[src/rtl/mem_port_arbiter.sv]
// mem_port_arbiter
// Shares one single-ported memory between instruction fetch and the MEM stage.
// One transaction is in flight at a time. Data requests win ties because MEM
// holds the older instruction. A watchdog aborts a transaction that never
// gets m_ack, and halt blocks new fetch grants.
module mem_port_arbiter #(
    parameter int ADDR_W  = 32,
    parameter int DATA_W  = 32,
    parameter int TIMEOUT = 16
) (
    input  logic              clk,
    input  logic              reset_n,
    input  logic              if_req,
    input  logic [ADDR_W-1:0] if_addr,
    output logic [DATA_W-1:0] if_rdata,
    output logic              if_ready,
    input  logic              mem_req,
    input  logic              mem_we,
    input  logic [ADDR_W-1:0] mem_addr,
    input  logic [DATA_W-1:0] mem_wdata,
    output logic [DATA_W-1:0] mem_rdata,
    output logic              mem_ready,
    input  logic              halt,
    output logic              m_valid,
    output logic              m_we,
    output logic [ADDR_W-1:0] m_addr,
    output logic [DATA_W-1:0] m_wdata,
    input  logic              m_ack,
    input  logic [DATA_W-1:0] m_rdata,
    output logic              stall_if,
    output logic              stall_mem,
    output logic              bus_err
);

    localparam int CNT_W = $clog2(TIMEOUT);
    localparam logic [CNT_W-1:0] CNT_LAST = CNT_W'(TIMEOUT - 1);

    localparam logic [1:0] IDLE   = 2'd0;
    localparam logic [1:0] BUSY_D = 2'd1;
    localparam logic [1:0] BUSY_I = 2'd2;

    logic [1:0]       state;
    logic [CNT_W-1:0] wd_cnt;
    logic             mem_take;
    logic             if_take;
    logic             done;

    // Request qualification: a requester still holds req during the cycle its
    // ready pulse is visible, so that request is already served and must not
    // be granted a second time. Stalls follow the outstanding requests.
    always_comb begin
        mem_take  = mem_req & ~mem_ready;
        if_take   = if_req & ~if_ready & ~halt;
        done      = m_ack | (wd_cnt == CNT_LAST);
        stall_mem = mem_req & ~mem_ready;
        stall_if  = stall_mem | (if_req & ~if_ready);
    end

    // Arbitration FSM, memory-side registers, watchdog and result return.
    always_ff @(posedge clk or negedge reset_n) begin
        if (!reset_n) begin
            state     <= IDLE;
            wd_cnt    <= '0;
            m_valid   <= 1'b0;
            m_we      <= 1'b0;
            m_addr    <= '0;
            m_wdata   <= '0;
            if_ready  <= 1'b0;
            mem_ready <= 1'b0;
            if_rdata  <= '0;
            mem_rdata <= '0;
            bus_err   <= 1'b0;
        end else begin
            if_ready  <= 1'b0;
            mem_ready <= 1'b0;
            case (state)
                IDLE: begin
                    wd_cnt <= '0;
                    if (mem_take) begin
                        state   <= BUSY_D;
                        m_valid <= 1'b1;
                        m_we    <= mem_we;
                        m_addr  <= mem_addr;
                        m_wdata <= mem_wdata;
                    end else if (if_take) begin
                        state   <= BUSY_I;
                        m_valid <= 1'b1;
                        m_we    <= 1'b0;
                        m_addr  <= if_addr;
                    end
                end
                BUSY_D, BUSY_I: begin
                    if (done) begin
                        // m_ack wins over a watchdog expiry in the same cycle;
                        // an aborted transaction returns zero (a nop for fetch).
                        state   <= IDLE;
                        wd_cnt  <= '0;
                        m_valid <= 1'b0;
                        m_we    <= 1'b0;
                        if (!m_ack) begin
                            bus_err <= 1'b1;
                        end
                        if (state == BUSY_D) begin
                            mem_ready <= 1'b1;
                            mem_rdata <= m_ack ? m_rdata : '0;
                        end else begin
                            if_ready  <= 1'b1;
                            if_rdata  <= m_ack ? m_rdata : '0;
                        end
                    end else begin
                        wd_cnt <= wd_cnt + 1'b1;
                    end
                end
                default: begin
                    state   <= IDLE;
                    m_valid <= 1'b0;
                    m_we    <= 1'b0;
                end
            endcase
        end
    end

endmodule

[config.mk]
export PLATFORM = sky130hd
export DESIGN_NAME = mem_port_arbiter
export DESIGN_NICKNAME = d
export VERILOG_FILES = /design/src/rtl/mem_port_arbiter.sv
export SDC_FILE = /design/constraint.sdc
export NUM_CORES = 1
export LEC_CHECK = 0
export CORE_AREA = 2 2 117 119
export DETAILED_ROUTE_END_ITERATION = 7
export DIE_AREA = 0 0 119 121
export HOLD_SLACK_MARGIN = 0.05
export PLACE_DENSITY = 0.84
export RECOVER_POWER = 50
export REMOVE_ABC_BUFFERS = 1
export SYNTH_ARGS = -nofsm -noshare
export SYNTH_HDL_FRONTEND = slang
export SYNTH_SLANG_ARGS = --single-unit
[constraint.sdc]
create_clock -name clk -period 3.9 [get_ports clk]
set_input_delay 0.585 -clock clk [delete_from_list [all_inputs] [get_ports clk]]
set_output_delay 0.585 -clock clk [all_outputs]
set_load 0.01 [all_outputs]
==> results of run 1 <==
==> layer usage <==
layer / vias to the layer above / global-route usage (%)
met1: 2213 / 23.56
met3: 21 / 8.882
met2: 184 / 36.85
met5: - / 0
met4: 0 / 9.152
li1: 1999 / -
==> placed cells by master (no fill, tap or decap), drive strengths merged, types with 2 or more instances in the layout <==
cell and instances:
clkdlybuf4s50 247, dfrtp 139, mux2 96, a32o 65
clkbuf 22, dlygate4sd3 20, inv 8, nand3 7
clkinvlp 7, buf 7, o21ai 6, nand2 5
clkinv 5, ha 4, nand2b 2, nor2b 2
nor2 2
==> per-stage QoR <==
stage | instance area, µm² | total power [W] | instances | hold slack [ns] | utilization, %
after detailed placement | 8514 | 0.006069 | 804 | 0.4479 | 65.07
after global placement | 8514 | 0.005932 | 804 | 0.4508 | 65.07
after floorplan | 5525 | 0.004076 | 350 | 0.2894 | -
after CTS | 9077 | 0.007600 | 836 | 0.2739 | 69.37
after global routing | 9052 | 0.007864 | 836 | 0.4802 | 69.18
final | 9052 | 0.007456 | 836 | 0.4531 | 69.18
==> logic make-up after synthesis <==
kind of cell             count (synthesis)  synth area share, %
AO/OA/AOI/OAI                           81                13.49
adder cells (fa/ha/maj)                  4               0.8792
buffers and inverters                   41                3.407
flip-flops                             139                61.10
multiplexers                            96                18.99
AND/OR/NAND/NOR                         23                2.132
==> power by group <==
group / internal, W / total (W) / switching, W
clock: 0.000891 / 0.00150 / 0.000606
sequential: 0.00214 / 0.00251 / 0.000367
combinational: 0.00201 / 0.00345 / 0.00144
==> sequential cells by signal, indices dropped and copies added, names as in the netlist <==
register	cells
state	2
m_valid	1
m_wdata	32
mem_ready	1
m_addr	32
mem_rdata	32
bus_err	1
m_we	1
if_rdata	32
if_ready	1
wd_cnt	4
==> area by class of cell <==
cell class | count | area (µm²)
clock buffer | 18 | 439.2
clock inverter | 14 | 123.9
fill | 896 | 4033
inverter | 7 | 26.28
multi-input combinational | 204 | 2024
sequential | 139 | 3478
tap | 176 | 220.2
timing repair buffer | 278 | 2740
==> worst paths after layout <==
check,to,slack [ns],cells after the start
setup reg to reg,if_rdata[20]$_DFFE_PN0P_,1.14,5
hold / removal,bus_err$_DFFE_PN0P_,0.45,1
setup / recovery,stall_mem,0.95,4
min in group asynchronous,m_addr[23]$_DFFE_PN0P_,0.80,1
max in group asynchronous,m_wdata[29]$_DFFE_PN0P_,1.42,2
hold reg to reg,bus_err$_DFFE_PN0P_,0.45,1
==> results.yml, run 1 <==
clock_tree:
  clock_sinks: 139
  tritoncts: "yes"
  cts-buffers-inserted: 17
  cts_root_buf: "clkbuf_16"
  clockBufferDepth: 2
  postCtsHoldBufs: 0
  postCtsSetupRepairBufs: 0
  path_clk_slew_ns: 0.06
  clk_latency_ns: 0.42
  cts-htree-levels: 4
  cts_resized: 0
yosys:
  postSynth.asyncResetShare_pct: 100.0
  yosys.area.top_type_share_pct: 61.10
  synth_common_cells: "dfrtp_1 (139), mux2_2 (94), a32o_1 (65), clkbuf_1 (17), buf_2 (14)"
  synth_cell_types: 31
  syn-cell-area_um2: 5693
  syn_area_per_cell_um2: 14.83
  synth_top_area_cell: "dfrtp_1"
  yosysMostFrequentCell: "dfrtp_1"
  synth_warnings: 0
  ys_seq_area_share_pct: 61.10
  synth_cells: 384
  ys_seq_elements: 139
  synth_area_leaders: "dfrtp_1 (61%), mux2_2 (19%), a32o_1 (11%)"
  synth_enable_flop_cells: 0
  ys.flop_type: "dfrtp_1"
routing:
  vias: 4417
  wl_met1_um: 5838
  antenna_left: 0
  wl_um: 15400
  wl_per_cell_um: 18.42
  wl_met2_um: 7953
  drt_iter0_drc: 209
  drt_first_pass_iters: 4
  via_per_inst: 5.283
  top_layer_used: "met4"
  wl_met3_um: 1346
  drc: 0
worst_setup_path:
  crit_chain: "clkdlybuf4s50_1 > nand2b_1 > inv_1 > clkdlybuf4s50_1"
  cp_top_family: "buffers and inverters"
  end_kind: "primary output"
  worstPathRequired_ns: 3.31
  path_max_fanout: 19
  cp_data_arrival_time_ns: 2.37
  cp_slowest_cell: "clkdlybuf4s50_1"
  critPathLaunchType: "input pin"
  crit_buf_inv: 3
  r2r-start: "state[0]$_DFFE_PN0P_"
  critPathMaxStageDelay_ns: 0.58
  critical_path.startpoint: "mem_req"
  crit_top_cell: "clkdlybuf4s50_1"
  worst-setup-path-type: "in -> out"
grt:
  grt_pass1_vias: 4603
  grt_usage_pct: 21.51
  grt_max_degree: 94
  grt_overflow: 0
  grt_pass1_wl_um: 23930
  antenna_found_initial: 0
timing:
  maxSlewHeadroom_pct: -49.01
  period_needed_ns: 2.954
  timing.fmax_mhz: 338.5
  hold_viol: 0
  tns_ns: 0
  final.period_utilization_pct: 75.74
  drv_slew: 161
  setup_viol: 0
  worst_pin_slew_ns: 2.235
  setup_ws_ns: 0.9460
  rsz0062_at_grt: "no"
  finClkSkew_ns: 0.009971
floorplanning:
  start_util_pct: 43.51
  core_region_area_um2: 13090
  dieArea_um2: 14400
  pin_count: 270
  die_w_um: 119
  die_h_um: 121
  fp-row-count: 42
place:
  hpwlAfterDp_um: 10870
  dp_slack_ns: 0.9580
  routabilityCongestion: 0.7801
  portBuffers: 269
power_and_ir_drop:
  power_density_nw_per_um2: 823.6
  vdd_drop_max_mv: 0.4986
  cellLeakagePower_nw: 3.738
job:
  cap_violations: 3
outcome:
  violations: "capacitance limit, slew limit"
  status: "finished with violations"
min_path:
  min-delay-start: "bus_err$_DFFE_PN0P_"
  hp-class: "reg -> reg"
layout:
  final_nets: 786
  antenna_cells: 0
  layout-drive-gt1-share_pct: 20.76
  area_delta_synth_final_pct: 59.01
Power figures use the tool's default switching activity.
==> run 2, diff against run 1 <==
--- a/config.mk
+++ b/config.mk
@@ -5,11 +5,11 @@
 export SDC_FILE = /design/constraint.sdc
 export NUM_CORES = 1
 export LEC_CHECK = 0
-export CORE_AREA = 2 2 117 119
+export CORE_AREA = 2 2 121 123
 export DETAILED_ROUTE_END_ITERATION = 7
-export DIE_AREA = 0 0 119 121
+export DIE_AREA = 0 0 123 125
 export HOLD_SLACK_MARGIN = 0.05
-export PLACE_DENSITY = 0.84
+export PLACE_DENSITY = 0.8
 export RECOVER_POWER = 50
 export REMOVE_ABC_BUFFERS = 1
 export SYNTH_ARGS = -nofsm -noshare
==> constraint.sdc (replaced) <==
create_clock -name clk -period 3.1 [get_ports clk]
set_input_delay 0.465 -clock clk [delete_from_list [all_inputs] [get_ports clk]]
set_output_delay 0.465 -clock clk [all_outputs]
set_load 0.01 [all_outputs]
==> results.yml, run 2 (synthesized netlist as in run 1, its figures left out) <==
layout:
  most-common-layout-cells: "clkdlybuf4s50_1 (207), dfrtp_1 (139), mux2_2 (94), a32o_1 (65), dlygate4sd3_1 (60)"
  final_nets: 788
  fillers: 1045
  final_common_cell: "clkdlybuf4s50_1"
  fin_util_pct: 64.53
  antenna_cells: 0
  area_delta_synth_final_pct: 61.01
  layout-drive-gt1-share_pct: 21.30
floorplanning:
  core_region_area_um2: 14200
  fp-row-count: 44
  die_h_um: 125
  dieArea_um2: 15380
  pin_count: 270
  die_w_um: 123
  start_util_pct: 40.08
clock_tree:
  postCtsSetupRepairBufs: 0
  clock_sinks: 139
  cts_root_buf: "clkbuf_16"
  cts_resized: 0
  path_clk_slew_ns: 0.06
  cts-buffers-inserted: 17
  clockBufferDepth: 2
  cts-htree-levels: 4
  tritoncts: "yes"
  clk_latency_ns: 0.41
  postCtsHoldBufs: 0
timing:
  rsz0062_at_grt: "no"
  setup_viol: 0
  hold_viol: 0
  setup_ws_ns: 0.8484
  worst_pin_slew_ns: 1.023
  finClkSkew_ns: 0.009016
  period_needed_ns: 2.252
  drv_slew: 0
  timing.fmax_mhz: 444.1
  final.period_utilization_pct: 72.63
  maxSlewHeadroom_pct: 31.77
worst_setup_path:
  r2r-end: "mem_rdata[6]$_DFFE_PN0P_"
  r2r_slack_ns: 1.04
  r2r-start: "wd_cnt[0]$_DFFE_PN0P_"
  cp_data_arrival_time_ns: 1.79
  end_kind: "primary output"
  worst-setup-path-type: "in -> out"
  reg2reg_depth: 5
  path_max_fanout: 8
  critPathLaunchType: "input pin"
  worstPathRequired_ns: 2.63
place:
  portBuffers: 269
  routabilityCongestion: 0.7514
  hpwlAfterDp_um: 10700
  dp_slack_ns: 0.5997
grt:
  antenna_found_initial: 0
  grt_usage_pct: 19.80
  grt_max_degree: 115
  grt_pass1_vias: 4796
  grt_overflow: 0
  grt_pass1_wl_um: 23650
routing:
  drt_first_pass_iters: 4
  wl_um: 15320
  drc: 0
  antenna_left: 0
  via_per_inst: 5.267
  wl_per_cell_um: 18.11
  drt_iter0_drc: 136
  vias: 4456
power_and_ir_drop:
  cellLeakagePower_nw: 3.818
  power_density_nw_per_um2: 1040
  vdd_drop_max_mv: 0.5917
job:
  cap_violations: 0
min_path:
  hp-class: "in -> async"
outcome:
  status: "completed"
## run 2: cell count changes in the layout (fill, tap and decap cells not counted), sizes merged
cell / before / now
buf: 7 / 11
bufinv: 1 / 4
clkbuf: 22 / 21
clkdlybuf4s50: 247 / 207
clkinvlp: 7 / 3
dlygate4sd3: 20 / 60
## run 2: through the flow
step | instances | TNS (ns) | hold slack (ns) | total power, W | cell area, µm²
floorplan | 350 | -16.18 | 0.1694 | 0.005127 | 5525
global placement | 814 | 0 | 0.4462 | 0.007486 | 8539
detailed placement | 814 | 0 | 0.4490 | 0.007638 | 8539
CTS | 846 | 0 | 0.2578 | 0.009825 | 9174
global route | 846 | 0 | 0.3050 | 0.01008 | 9166
finish | 846 | 0 | 0.2095 | 0.009537 | 9166
## run 2: per-layer routing
metal	up-vias	global-route usage (%)	wire length [µm]
met5	-	0	0
met3	34	7.117	1531
met1	2189	21.90	5657
met4	0	9.225	471
met2	222	33.67	7656
li1	2011	-	-
## run 2: worst max-delay path: stages
cell and delay [ns]:
clkdlybuf4s50_1 0.47, nand2b_2 0.15, inv_1 0.13, clkdlybuf4s50_1 0.57
## run 2: layout make-up
type / instances / area (µm²) / area share, %
repair buffers: 280 / 2764 / 30.15
flip-flops and latches: 139 / 3478 / 37.95
well taps: 184 / 230.2 / 2.512
multi-input cells: 204 / 2033 / 22.18
inverters: 7 / 26.28 / 0.2867
clock buffers: 19 / 442.9 / 4.832
clock inverters: 13 / 191.4 / 2.088
## run 2: how the worst max path moves through the flow
stage	from	to	slack (ns)
floorplan	state[0]$_DFFE_PN0P_	if_rdata[0]$_DFFE_PN0P_	-0.50
global placement	if_req	m_addr[21]$_DFFE_PN0P_	0.65
detailed placement	if_req	m_addr[27]$_DFFE_PN0P_	0.60
CTS	mem_ready$_DFF_PN0_	stall_mem	0.84
global route	mem_ready$_DFF_PN0_	stall_mem	0.79
finish	mem_req	stall_mem	0.85
## run 2: power breakdown
part,leakage (nW),internal (W),switching [W]
registers,1.70,0.00269,0.000460
logic,1.82,0.00246,0.00180
clock network,0.300,0.00137,0.000761
total,3.82,0.00652,0.00302
==> run 3, diff against run 2 <==
--- a/config.mk
+++ b/config.mk
@@ -5,11 +5,11 @@
 export SDC_FILE = /design/constraint.sdc
 export NUM_CORES = 1
 export LEC_CHECK = 0
-export CORE_AREA = 2 2 121 123
+export CORE_AREA = 2 2 128 130
 export DETAILED_ROUTE_END_ITERATION = 7
-export DIE_AREA = 0 0 123 125
+export DIE_AREA = 0 0 130 132
 export HOLD_SLACK_MARGIN = 0.05
-export PLACE_DENSITY = 0.8
+export PLACE_DENSITY = 0.75
 export RECOVER_POWER = 50
 export REMOVE_ABC_BUFFERS = 1
 export SYNTH_ARGS = -nofsm -noshare
==> constraint.sdc (replaced) <==
create_clock -name clk -period 1.97 [get_ports clk]
set_input_delay 0.2955 -clock clk [delete_from_list [all_inputs] [get_ports clk]]
set_output_delay 0.2955 -clock clk [all_outputs]
set_load 0.01 [all_outputs]
==> results.yml, run 3 (synthesized netlist as in run 1, its figures left out) <==
outcome:
  status: "completed"
routing:
  wl_per_cell_um: 18.02
  drc: 0
  antenna_left: 0
  vias: 4511
  via_per_inst: 5.057
  drt_first_pass_iters: 4
  wl_um: 16080
  drt_iter0_drc: 192
min_path:
  hp-class: "in -> reg"
  worstHoldPathCells: 3
  min_to: "bus_err$_DFFE_PN0P_"
  min-delay-start: "m_ack"
clock_tree:
  path_clk_slew_ns: 0.06
  postCtsSetupRepairBufs: 0
  cts_root_buf: "clkbuf_16"
  clock_sinks: 139
  clockBufferDepth: 2
  cts-buffers-inserted: 17
  tritoncts: "yes"
  clk_latency_ns: 0.42
  cts-htree-levels: 4
timing:
  finClkSkew_ns: 0.009430
  tns_ns: 0
  worst_pin_slew_ns: 1.083
  setup_viol: 0
  setup_ws_ns: 0.1544
  hold_viol: 0
  final.period_utilization_pct: 92.16
  timing.fmax_mhz: 550.8
  drv_slew: 0
  period_needed_ns: 1.816
  maxSlewHeadroom_pct: 27.82
  rsz0062_at_grt: "no"
grt:
  grt_pass1_vias: 4767
  antenna_found_initial: 0
  grt_overflow: 0
  grt_usage_pct: 18.61
  grt_pass1_wl_um: 24840
  grt_max_degree: 60
place:
  portBuffers: 269
  hpwlAfterDp_um: 11770
  routabilityCongestion: 0.7840
  postPlaceCellArea_um2: 8727
  dp_slack_ns: -0.1485
worst_setup_path:
  end_kind: "register"
  worst-setup-path-type: "reg -> reg"
  path_max_fanout: 33
  critPathLaunchType: "register"
  worstPathRequired_ns: 2.27
  cp_data_arrival_time_ns: 2.11
  reg2reg_depth: 5
  r2r_slack_ns: 0.15
  r2r-start: "wd_cnt[0]$_DFFE_PN0P_"
  r2r-end: "if_rdata[14]$_DFFE_PN0P_"
floorplanning:
  core_region_area_um2: 15710
  pin_count: 270
  start_util_pct: 36.23
  dieArea_um2: 17160
  die_w_um: 130
  fp-row-count: 46
  die_h_um: 132
job:
  cap_violations: 0
power_and_ir_drop:
  totalPowerFinal_w: 0.01499
  power_density_nw_per_um2: 1612
  vdd_drop_max_mv: 0.9986
  cellLeakagePower_nw: 3.894
layout:
  fillers: 1245
  area_delta_synth_final_pct: 63.32
  layout-drive-gt1-share_pct: 23.08
  final_nets: 802
  fin_area_um2: 9298
  final_common_cell: "clkdlybuf4s50_1"
  most-common-layout-cells: "clkdlybuf4s50_1 (204), dfrtp_1 (139), mux2_2 (94), a32o_1 (65), dlygate4sd3_1 (62)"
  antenna_cells: 0
## run 3: final cells by class
class | instances | area [µm²] | area share [%]
sequential | 139 | 3478 | 37.41
timing repair buffer | 294 | 2900 | 31.19
clock inverter | 13 | 141.4 | 1.521
inverter | 7 | 26.28 | 0.2826
clock buffer | 19 | 442.9 | 4.764
multi-input combinational | 204 | 2038 | 21.92
tap | 216 | 270.3 | 2.907
## run 3: per-stage QoR
stage / cells / utilization [%] / hold slack, ns
floorplan: 350 / - / -0.00009107
CTS: 892 / 59.35 / 0.3344
finish: 892 / 59.17 / 0.3444
global route: 892 / 59.17 / 0.3526
detailed placement: 859 / 55.54 / 0.2360
global placement: 859 / 55.54 / 0.2313
## run 3: what timing repair did
action                                  4_1_cts  5_1_grt
resized for setup                             2        1
pin swaps                                     0        0
hold buffers                                  1        0
gates cloned                                  0        0
hold endpoints to repair                     38        0
endpoints found under the setup margin        2        1
## run 3: critical path, cell delays in order (launching register included)
cell and delay (ns):
dfrtp_1 0.39, ha_1 0.23, and3_1 0.38, o21ai_2 0.07
clkbuf_4 0.32, a32o_1 0.30
## run 3: how the worst max path moves through the flow
stage | start | to | cells past startpoint
floorplan | state[0]$_DFFE_PN0P_ | if_rdata[0]$_DFFE_PN0P_ | 4
global placement | if_req | m_addr[24]$_DFFE_PN0P_ | 5
detailed placement | if_req | m_addr[13]$_DFFE_PN0P_ | 5
CTS | mem_ready$_DFF_PN0_ | stall_if | 3
global route | wd_cnt[1]$_DFFE_PN0P_ | if_rdata[14]$_DFFE_PN0P_ | 5
finish | wd_cnt[0]$_DFFE_PN0P_ | if_rdata[14]$_DFFE_PN0P_ | 5
## run 3: metal layers
layer / vias up / wire length [µm] / global-route usage (%)
li1: 2035 / - / -
met1: 2214 / 6027 / 21.03
met3: 33 / 1672 / 7.102
met5: - / 0 / 0
met2: 229 / 7906 / 31.27
met4: 0 / 469 / 7.885
## run 3: power breakdown
part	internal (W)	switching (W)	leakage (nW)
logic	0.00403	0.00289	1.92
clock network	0.00190	0.00121	0.280
registers	0.00423	0.000714	1.70
